## config.mk

```make
export PLATFORM = sky130hd
export DESIGN_NAME = bram_arbiter_rv32
export DESIGN_NICKNAME = d
export VERILOG_FILES = /design/src/rtl/bram_arb_pkg.sv /design/src/rtl/bram_rr_pick.sv /design/src/rtl/bram_arbiter_rv32.sv
export SDC_FILE = /design/constraint.sdc
export NUM_CORES = 1
export LEC_CHECK = 0
export ABC_CLOCK_PERIOD_IN_PS = 3400
export BUFFER_PORTS_ARGS = -buffer_cell sky130_fd_sc_hd__buf_2
export CORE_AREA = 2 2 102 104
export DETAILED_ROUTE_END_ITERATION = 10
export DIE_AREA = 0 0 104 106
export PLACE_DENSITY = 0.88
export SETUP_SLACK_MARGIN = 0.1
export SYNTH_ARGS = -nofsm -noshare
export SYNTH_HDL_FRONTEND = slang
export SYNTH_SLANG_ARGS = --single-unit
```

## constraint.sdc

```tcl
create_clock -name clk -period 3.4 [get_ports clk]
set_input_delay 0.68 -clock clk [delete_from_list [all_inputs] [get_ports clk]]
set_output_delay 0.68 -clock clk [all_outputs]
set_load 0.03 [all_outputs]
```

## src/rtl/bram_arb_pkg.sv

```systemverilog
// Shared types and helpers for the round-robin BRAM arbiter.
// cmd_t is the command captured at the request stage; rr_next is the
// rotating-priority search used by bram_rr_pick.
package bram_arb_pkg;

   localparam int MAX_REQ = 4;
   localparam int IDX_W   = 2;
   // Command address field is sized for the widest supported requester
   // address; narrower addresses are zero-extended into it.
   localparam int MAX_AW  = 64;

   typedef struct packed {
      logic [MAX_AW-1:0] addr;
      logic [3:0]        wr;
      logic [31:0]       wdata;
      logic [IDX_W-1:0]  id;
   } cmd_t;

   // First eligible index searching upward from ptr+1, wrapping modulo n.
   // The pointer itself is visited last. Returns ptr when nothing is eligible.
   function automatic logic [IDX_W-1:0] rr_next(input logic [MAX_REQ-1:0] elig,
                                                input logic [IDX_W-1:0]   ptr,
                                                input int                 n);
      logic [IDX_W-1:0] win;
      logic [IDX_W-1:0] cand;
      logic             found;
      win   = ptr;
      found = 1'b0;
      for (int i = 1; i <= MAX_REQ; i++) begin
         cand = IDX_W'((int'(ptr) + i) % n);
         if (!found && (i <= n) && elig[cand]) begin
            win   = cand;
            found = 1'b1;
         end
      end
      return win;
   endfunction

endpackage

```

## src/rtl/bram_rr_pick.sv

```systemverilog
// Round-robin picker: combinational winner selection plus the registered
// last-winner pointer.
// Ports: clk/reset; i_eligible (per-requester eligibility); o_vld (any
// winner), o_idx (winner index), o_ptr (current pointer = last winner).
module bram_rr_pick
   import bram_arb_pkg::*;
#(
   parameter int NUM_REQ = 2
)(
   input  logic                clk,
   input  logic                reset,
   input  logic [NUM_REQ-1:0]  i_eligible,
   output logic                o_vld,
   output logic [IDX_W-1:0]    o_idx,
   output logic [IDX_W-1:0]    o_ptr
);

   logic [IDX_W-1:0]   r_ptr;
   logic [MAX_REQ-1:0] w_elig_ext;

   assign w_elig_ext = MAX_REQ'(i_eligible);
   assign o_vld      = |i_eligible;
   assign o_idx      = rr_next(w_elig_ext, r_ptr, NUM_REQ);
   assign o_ptr      = r_ptr;

   // Pointer only moves when someone actually wins.
   always_ff @(posedge clk or posedge reset) begin
      if (reset) begin
         r_ptr <= '0;
      end else if (o_vld) begin
         r_ptr <= o_idx;
      end
   end

endmodule

```

## src/rtl/bram_arbiter_rv32.sv

```systemverilog
// Pipelined round-robin arbiter sharing one single-port 32-bit BRAM between
// NUM_REQ masters: request stage -> memory-access stage -> response stage.
// Ports: req/addr/wr/wdata (packed per requester), gnt/rvalid/err pulses,
// broadcast rdata; mem_addr/mem_wen/mem_wdata/mem_rdata toward the BRAM.
// Optional macro BRAM_ARB_LOCK_EN adds the 'lock' input for bus locking.
module bram_arbiter_rv32
   import bram_arb_pkg::*;
#(
   parameter int                       NUM_REQ        = 2,
   parameter int                       address_width  = 32,
   parameter logic [address_width-1:0] BaseAddress    = '0,
   parameter logic [address_width-1:0] EndAddress     = '0,
   parameter int                       mem_addr_width = 16
)(
   input  logic                              clk,
   input  logic                              reset,
   input  logic [NUM_REQ-1:0]                req,
`ifdef BRAM_ARB_LOCK_EN
   input  logic [NUM_REQ-1:0]                lock,
`endif
   input  logic [NUM_REQ*address_width-1:0]  addr,
   input  logic [NUM_REQ*4-1:0]              wr,
   input  logic [NUM_REQ*32-1:0]             wdata,
   output logic [NUM_REQ-1:0]                gnt,
   output logic [NUM_REQ-1:0]                rvalid,
   output logic [NUM_REQ-1:0]                err,
   output logic [31:0]                       rdata,
   output logic [mem_addr_width-1:0]         mem_addr,
   output logic [3:0]                        mem_wen,
   output logic [31:0]                       mem_wdata,
   input  logic [31:0]                       mem_rdata
);

   // ---------------- request stage ----------------
   logic [NUM_REQ-1:0] w_gnt;
   logic [NUM_REQ-1:0] w_elig;
   logic               w_pick_vld;
   logic [IDX_W-1:0]   w_pick_idx;
   logic [IDX_W-1:0]   w_ptr;
   cmd_t               w_pick_cmd;

   // Access-stage registers
   logic               r_s1_vld;
   cmd_t               r_s1_cmd;

   // Response-stage registers
   logic               r_s2_vld;
   logic [IDX_W-1:0]   r_s2_id;
   logic               r_s2_rd;
   logic               r_s2_oor;

   // Grant is the one-hot decode of the access-stage owner.
   always_comb begin
      w_gnt = '0;
      for (int i = 0; i < NUM_REQ; i++) begin
         w_gnt[i] = r_s1_vld && (r_s1_cmd.id == IDX_W'(i));
      end
   end

`ifdef BRAM_ARB_LOCK_EN
   logic [NUM_REQ-1:0] w_own_oh;
   logic               w_lock_hold;

   always_comb begin
      w_own_oh = '0;
      for (int i = 0; i < NUM_REQ; i++) begin
         w_own_oh[i] = (w_ptr == IDX_W'(i));
      end
   end

   // A locking owner that is being granted keeps the bus: only it stays
   // eligible and its one-cycle self-mask is waived, so rr_next returns the
   // owner again and the pointer stays put.
   assign w_lock_hold = |(w_own_oh & w_gnt & lock);
   assign w_elig      = w_lock_hold ? (req & w_own_oh) : (req & ~w_gnt);
`else
   // The requester being granted this cycle still holds req at this edge;
   // mask it so the same command is not accepted twice.
   assign w_elig = req & ~w_gnt;
`endif

   bram_rr_pick #(
      .NUM_REQ    (NUM_REQ)
   ) u_pick (
      .clk        (clk),
      .reset      (reset),
      .i_eligible (w_elig),
      .o_vld      (w_pick_vld),
      .o_idx      (w_pick_idx),
      .o_ptr      (w_ptr)
   );

   // Select the winner's command fields out of the packed buses.
   always_comb begin
      w_pick_cmd    = '0;
      w_pick_cmd.id = w_pick_idx;
      for (int i = 0; i < NUM_REQ; i++) begin
         if (w_pick_idx == IDX_W'(i)) begin
            w_pick_cmd.addr  = MAX_AW'(addr[i*address_width +: address_width]);
            w_pick_cmd.wr    = wr[i*4 +: 4];
            w_pick_cmd.wdata = wdata[i*32 +: 32];
         end
      end
   end

   // ---------------- access stage ----------------
   logic [address_width-1:0] w_addr;
   logic [address_width:0]   w_off;
   logic [address_width:0]   w_room;
   logic                     w_in_range;
   logic                     w_unused;

   assign w_addr = r_s1_cmd.addr[address_width-1:0];

   // Range check via borrow bits: a borrow out of (addr-Base) means below
   // the bank, a borrow out of (End-addr) means above it.
   assign w_off      = {1'b0, w_addr} - {1'b0, BaseAddress};
   assign w_room     = {1'b0, EndAddress} - {1'b0, w_addr};
   assign w_in_range = ~w_off[address_width] & ~w_room[address_width];

   // Word address: rebased offset >> 2, truncated; byte-offset bits ignored.
   assign mem_addr  = (r_s1_vld && w_in_range) ? w_off[mem_addr_width+1:2] : '0;
   assign mem_wen   = (r_s1_vld && w_in_range) ? r_s1_cmd.wr : 4'b0;
   assign mem_wdata = r_s1_cmd.wdata;
   assign gnt       = w_gnt;

   // Bits intentionally not consumed (byte offset, high address bits, the
   // pointer in builds without locking) are folded here.
   assign w_unused = ^{r_s1_cmd.addr, w_off, w_room, w_ptr};

   always_ff @(posedge clk or posedge reset) begin
      if (reset) begin
         r_s1_vld <= 1'b0;
         r_s1_cmd <= '0;
         r_s2_vld <= 1'b0;
         r_s2_id  <= '0;
         r_s2_rd  <= 1'b0;
         r_s2_oor <= 1'b0;
      end else begin
         r_s1_vld <= w_pick_vld;
         if (w_pick_vld) begin
            r_s1_cmd <= w_pick_cmd;
         end
         r_s2_vld <= r_s1_vld;
         r_s2_id  <= r_s1_cmd.id;
         r_s2_rd  <= (r_s1_cmd.wr == 4'b0);
         r_s2_oor <= ~w_in_range;
      end
   end

   // ---------------- response stage ----------------
   always_comb begin
      rvalid = '0;
      err    = '0;
      for (int i = 0; i < NUM_REQ; i++) begin
         if (r_s2_vld && (r_s2_id == IDX_W'(i))) begin
            rvalid[i] = r_s2_rd;
            err[i]    = r_s2_oor;
         end
      end
   end

   // Out-of-range reads return zero; rdata is zero whenever rvalid is idle.
   assign rdata = (r_s2_vld && r_s2_rd && !r_s2_oor) ? mem_rdata : 32'h0;

endmodule
```

# Yosys cells after proc, flatten, opt, wreduce, memory -nomap -nowiden
# Cells that the tools add are included.
dict set report word_totals {
  output_inout_bits 90
  register_bits 76
  inputBits 172
  elab_cells 53
}
dict set report op_classes {
  add_sub_neg 3
  n_eq_ne 3
  n_lt_le_gt_ge 2
  n_mux 16
  bitwise_logic 5
  n_reduce_logical 15
}
# operator count
set op_table {}
lappend op_table {{two-way mux 68 bit} 2}
lappend op_table {{subtractor 1 x 32 -> 33 bit (first input constant)} 1}
lappend op_table {{two-way mux 32 bit} 1}
lappend op_table {{two-way mux 16 bit} 1}
lappend op_table {{logical AND 1 bit} 8}
lappend op_table {{two-way mux 1 bit} 7}
lappend op_table {{== test 2 x 1 -> 1 bit (second input constant)} 3}
lappend op_table {{logical NOT 2 bit} 3}
lappend op_table {{less-than comparator 2 x 3 -> 1 bit (second input constant)} 2}
lappend op_table {{binary-select mux 1 bit (select 2 bit)} 2}
lappend op_table {{logical NOT 4 bit} 1}
lappend op_table {{two-way mux 2 bit} 2}
lappend op_table {{two-way mux 4 bit} 1}
lappend op_table {{adder 1 bit (second input constant)} 2}
lappend op_table {{AND 1 bit (first input constant)} 2}
lappend op_table {{AND 2 bit} 1}
lappend op_table {{logical NOT 1 bit} 2}
lappend op_table {{NOT 2 bit} 1}
lappend op_table {{OR reduction 2 bit} 1}
lappend op_table {{NOT 1 bit} 1}

# Longest topological paths before layout
dict set report logic_depth {
  ltp_word 13
  ltp_mapped 7
  ltp_nobuf 4
}

# Hierarchy
# A second synthesis with hierarchy kept.
dict set report unflattened {
  hier_cells 434
  area_unflattened_um2 4371.7
}
# module area_per_inst_um2 seq_area_each_um2 cells_each instances
set by_module_without_submodules {}
lappend by_module_without_submodules {bram_arbiter_rv32 4274.1 1901.8 424 1}
lappend by_module_without_submodules {bram_rr_pick 97.6 50.0 10 1}

# Least setup slack after synthesis
# No wires, ideal clock.
dict set report synth_path {
  path_kind {reg-to-output}
  from {reg r_s1_cmd[49] (netlist name)}
  to {out mem_wen[0]}
  arrival_time_ns 1.259
  t_required_ns 2.720
  slack_ns 1.461
  path_stages_with_launch 5
  n_path_buf 0
  cell_sequence {dfrtp_1 -> nor4_1 -> nand4_1 -> nor2_1 -> and3_1}
}
dict set report synth_via {
  elab_chain_len 4
}
# item line_no
set synth_lines {}
lappend synth_lines {{start, declared} bram_arbiter_rv32.sv:44} ;# cmd_t r_s1_cmd;
lappend synth_lines {{start signal, assigned} bram_arbiter_rv32.sv:142} ;# r_s1_cmd <= w_pick_cmd;
lappend synth_lines {{subtractor 1 x 32 -> 33 bit} bram_arbiter_rv32.sv:118} ;# assign w_room = {1'b0, EndAddress} - {1'b0, w_addr};
lappend synth_lines {{NOT 1 bit} bram_arbiter_rv32.sv:119} ;# assign w_in_range = ~w_off[address_width] & ~w_room[address_width];
lappend synth_lines {{logical AND 1 bit} bram_arbiter_rv32.sv:123} ;# assign mem_wen = (r_s1_vld && w_in_range) ? r_s1_cmd.wr : 4'b0;
lappend synth_lines {{two-way mux 4 bit} bram_arbiter_rv32.sv:123}
lappend synth_lines {{end, declared} bram_arbiter_rv32.sv:29} ;# output logic [3:0] mem_wen,
# No other way between the ends.

# Final worst setup path
dict set report layout_path {
  from {reg r_s1_cmd[61] (netlist name)}
  to {out mem_wen[3]}
}
# Same word-level chain as after synthesis.

==> impl_metrics.tcl <==
set metrics [dict create \
    status "finished clean" \
    tightestPinTransition_ns 0.796 \
    drv_cap 0 \
    crit_required_ns 2.72 \
    cts_buffers 9 \
    vdd_drop_max_v 0.000289 \
    routed_wl_mm 11.0 \
    synth_seq_cells 76 \
    synthArstFlopShare_pct 100 \
    synth.cell_area_sq_um 4170 \
    cts_resized 0 \
    drv_slew 0 \
    placed_area_sq_um 5170 \
    drt_iter0_markers 140 \
    root_buffer "clkbuf_8" \
    cellPowerDensity_nw_per_um2 526 \
    slowest_delay_ns 0.39 \
    synth-edff-count 0 \
    cts_buffer_depth 2 \
    yosysWarnings 0 \
    overflow 0 \
    clock_skew_ns 0.00896 \
    cts-htree-levels 3 \
    endpoint_kind "output pin" \
    setup_tns_ns 0 \
    postCtsHoldBufs 0 \
    place_congestion 0.848 \
    track_usage_pct 19.4 \
    cp-start-kind "flop" \
    dr_total_vias 3571 \
    clock_latency_ns 0.34 \
    setup_viol 0 \
    start_util_pct 41.7 \
    p_leak_nw 2.91 \
    grt_max_degree 49 \
    antenna_found_initial 0 \
    rrSetupSlack_ns 1.69 \
    clk_pin_slew_worst_paths_ns 0.08 \
    rsz0062_at_grt "no" \
    synth_cells 422 \
    die_w_um 104 \
    final_antenna_net_count 0 \
    cts_tree "built" \
    ys_types 22 \
    synthToLayoutAreaGrowth_pct 29.0 \
    path_cells "nor4_1 -> nand4_1 -> nor2_1 -> and3_1 -> buf_2" \
    postCtsSetupBuffers 0 \
    cts_num_sinks 76 \
    fmaxAchievable_mhz 376 \
    drtPass1Iterations 5 \
    final_layout_size_suffix_gt1_share_pct 44.5 \
    cp.arrival_ns 1.98 \
    detail_route.wl_per_cell_um 14.4 \
    row_count 37 \
    first_global_vias 3368 \
    nets 799 \
    route.detailed.drc 0 \
    antenna_cells_inserted 0 \
    syn_area_per_cell_sq_um 9.88 \
    pin_count 262 \
    fillers 942 \
    finalHoldViolations 0 \
    max_slew_margin_pct 47.0 \
    cpMaxStageDelayCell "dfrtp_1" \
    grt_pass1_wl_mm 16.6 \
    dp_hpwl_mm 8.75 \
    core-area_sq_um 10000 \
    critPathMaxFanout 5 \
    synth_flop_cell "dfrtp_1" \
    cp_num_buf_inv 1 \
    finalCritPeriodShare_pct 78.2 \
    hold_path_class "reg2reg" \
    dieArea_sq_um 11000 \
    seq_area_frac_synth_pct 45.6 \
    port_buffers 245 \
    design_area_sq_um 5380 \
    viasPerCell 4.66 \
    period_needed_ns 2.66 \
    crit_type "reg2out" \
    dieHeight_um 106 \
    crit_family "simple AND/OR/NAND/NOR gates" \
]
## power breakdown
group | internal (mW) | switching, mW | leakage [nW]
Combinational | 0.327 | 0.555 | 1.94
Clock | 0.430 | 0.316 | 0.109
Sequential | 1.09 | 0.110 | 0.855
## registers in the layout, indices dropped and copies added (netlist names)
name,flops
r_s1_cmd,36
mem_wdata,32
r_s2_id,2
u_pick.o_ptr,2
r_s1_vld,1
r_s2_oor,1
r_s2_rd,1
r_s2_vld,1
## worst reg2reg max path: cells and delay by family (launching register included)
family / cells / cell delay [ns]
buffers and inverters: 1 / 0.32
multiplexers: 1 / 0.35
AND/OR/NAND/NOR: 1 / 0.13
AO/OA/AOI/OAI: 2 / 0.28
flip-flops: 1 / 0.49
## Yosys cell counts (2+ instances only)
library cell,number,area (sq um)
clkbuf_4,4,30.0
buf_2,7,35.0
nor4_1,9,56.3
mux2i_1,69,691
buf_6,6,67.6
nor2_1,75,282
and2_1,32,200
dfrtp_1,76,1900
nand2_1,2,7.51
and3_1,5,31.3
a21oi_1,58,290
buf_4,53,398
nand4_1,2,12.5
inv_1,3,11.3
nor3_1,2,10.0
a21oi_2,11,96.3
clkbuf_1,3,11.3
## metal layers
layer | GRT usage, % | wire length, um | up-vias
met1 | 20.1 | 3950 | 1621
met2 | 36.2 | 6000 | 161
met4 | 9.85 | 359 | 0
met5 | 0 | 0 | -
met3 | 4.90 | 720 | 20
li1 | - | - | 1769
## area by class of cell
cell class | instances | area, sq um | share of cell area (%)
repair buffers | 253 | 1300 | 24.1
flip-flops and latches | 76 | 1900 | 35.3
well taps | 136 | 170 | 3.16
multi-input cells | 284 | 1780 | 33.1
clock inverters | 4 | 73.8 | 1.37
inverters | 3 | 12.5 | 0.233
clock buffers | 11 | 141 | 2.63
## cell families (layout without fill, tap and decap cells)
| group | after synthesis | after routing | share of synthesized area (%) |
|---|---|---|---|
| buffers and inverters | 77 | 271 | 13.6 |
| AND/OR/NAND/NOR | 129 | 129 | 14.7 |
| multiplexers | 69 | 69 | 16.6 |
| other | 1 | 16 | 0.0899 |
| flip-flops | 76 | 76 | 45.6 |
| AO/OA/AOI/OAI | 70 | 70 | 9.42 |
## final timing paths
check,start,endpoint,depth (start not counted)
max in group asynchronous,reset,r_s1_cmd[50],3
worst max-delay path,r_s1_cmd[61],mem_wen[3],5
worst max register to register,u_pick.o_ptr[0],r_s1_cmd[60],5
worst min register to register,u_pick.o_ptr[1],r_s2_id[1],0
min in group asynchronous,reset,mem_wdata[0],2
worst min-delay path,u_pick.o_ptr[1],r_s2_id[1],0
## through the flow
| stage | setup WS [ns] | std cells | power (mW) | hold WS [ns] | util [%] |
|---|---|---|---|---|---|
| final | 0.740 | 767 | 2.83 | 0.404 | 53.8 |
| after global routing | 0.542 | 767 | 3.00 | 0.430 | 53.8 |
| after CTS | 0.705 | 767 | 2.86 | 0.405 | 53.8 |
| after detailed placement | 1.08 | 752 | 2.11 | 0.389 | 51.7 |
| after global placement | 1.09 | 752 | 2.08 | 0.384 | 51.7 |
| after floorplan | 0.782 | 437 | 1.97 | 0.375 | - |
## cell usage in the layout (no fill, tap or decap)
cell       synthesis  routed
nand2_1            2       2
nand4_1            2       2
nor4_1             9       9
bufinv_16          0       2
clkinv_4           0       1
nor2_1            75      75
clkinv_2           0       2
buf_4             53       7
a21oi_4            0       1
nor3_1             2       2
clkbuf_1           3       1
clkbuf_8           0      10
dfrtp_1           76      76
nor3b_1            1       1
a21oi_1           58      57
mux2i_1           69      69
and3_1             5       5
and2_1            32      32
conb_1             1      16
buf_2              7     245
a31oi_4            0       1
buf_12             0       1
inv_1              3       2
a21oi_2           11      11
nand2b_1           1       1
(Power assumes the default switching activity.)
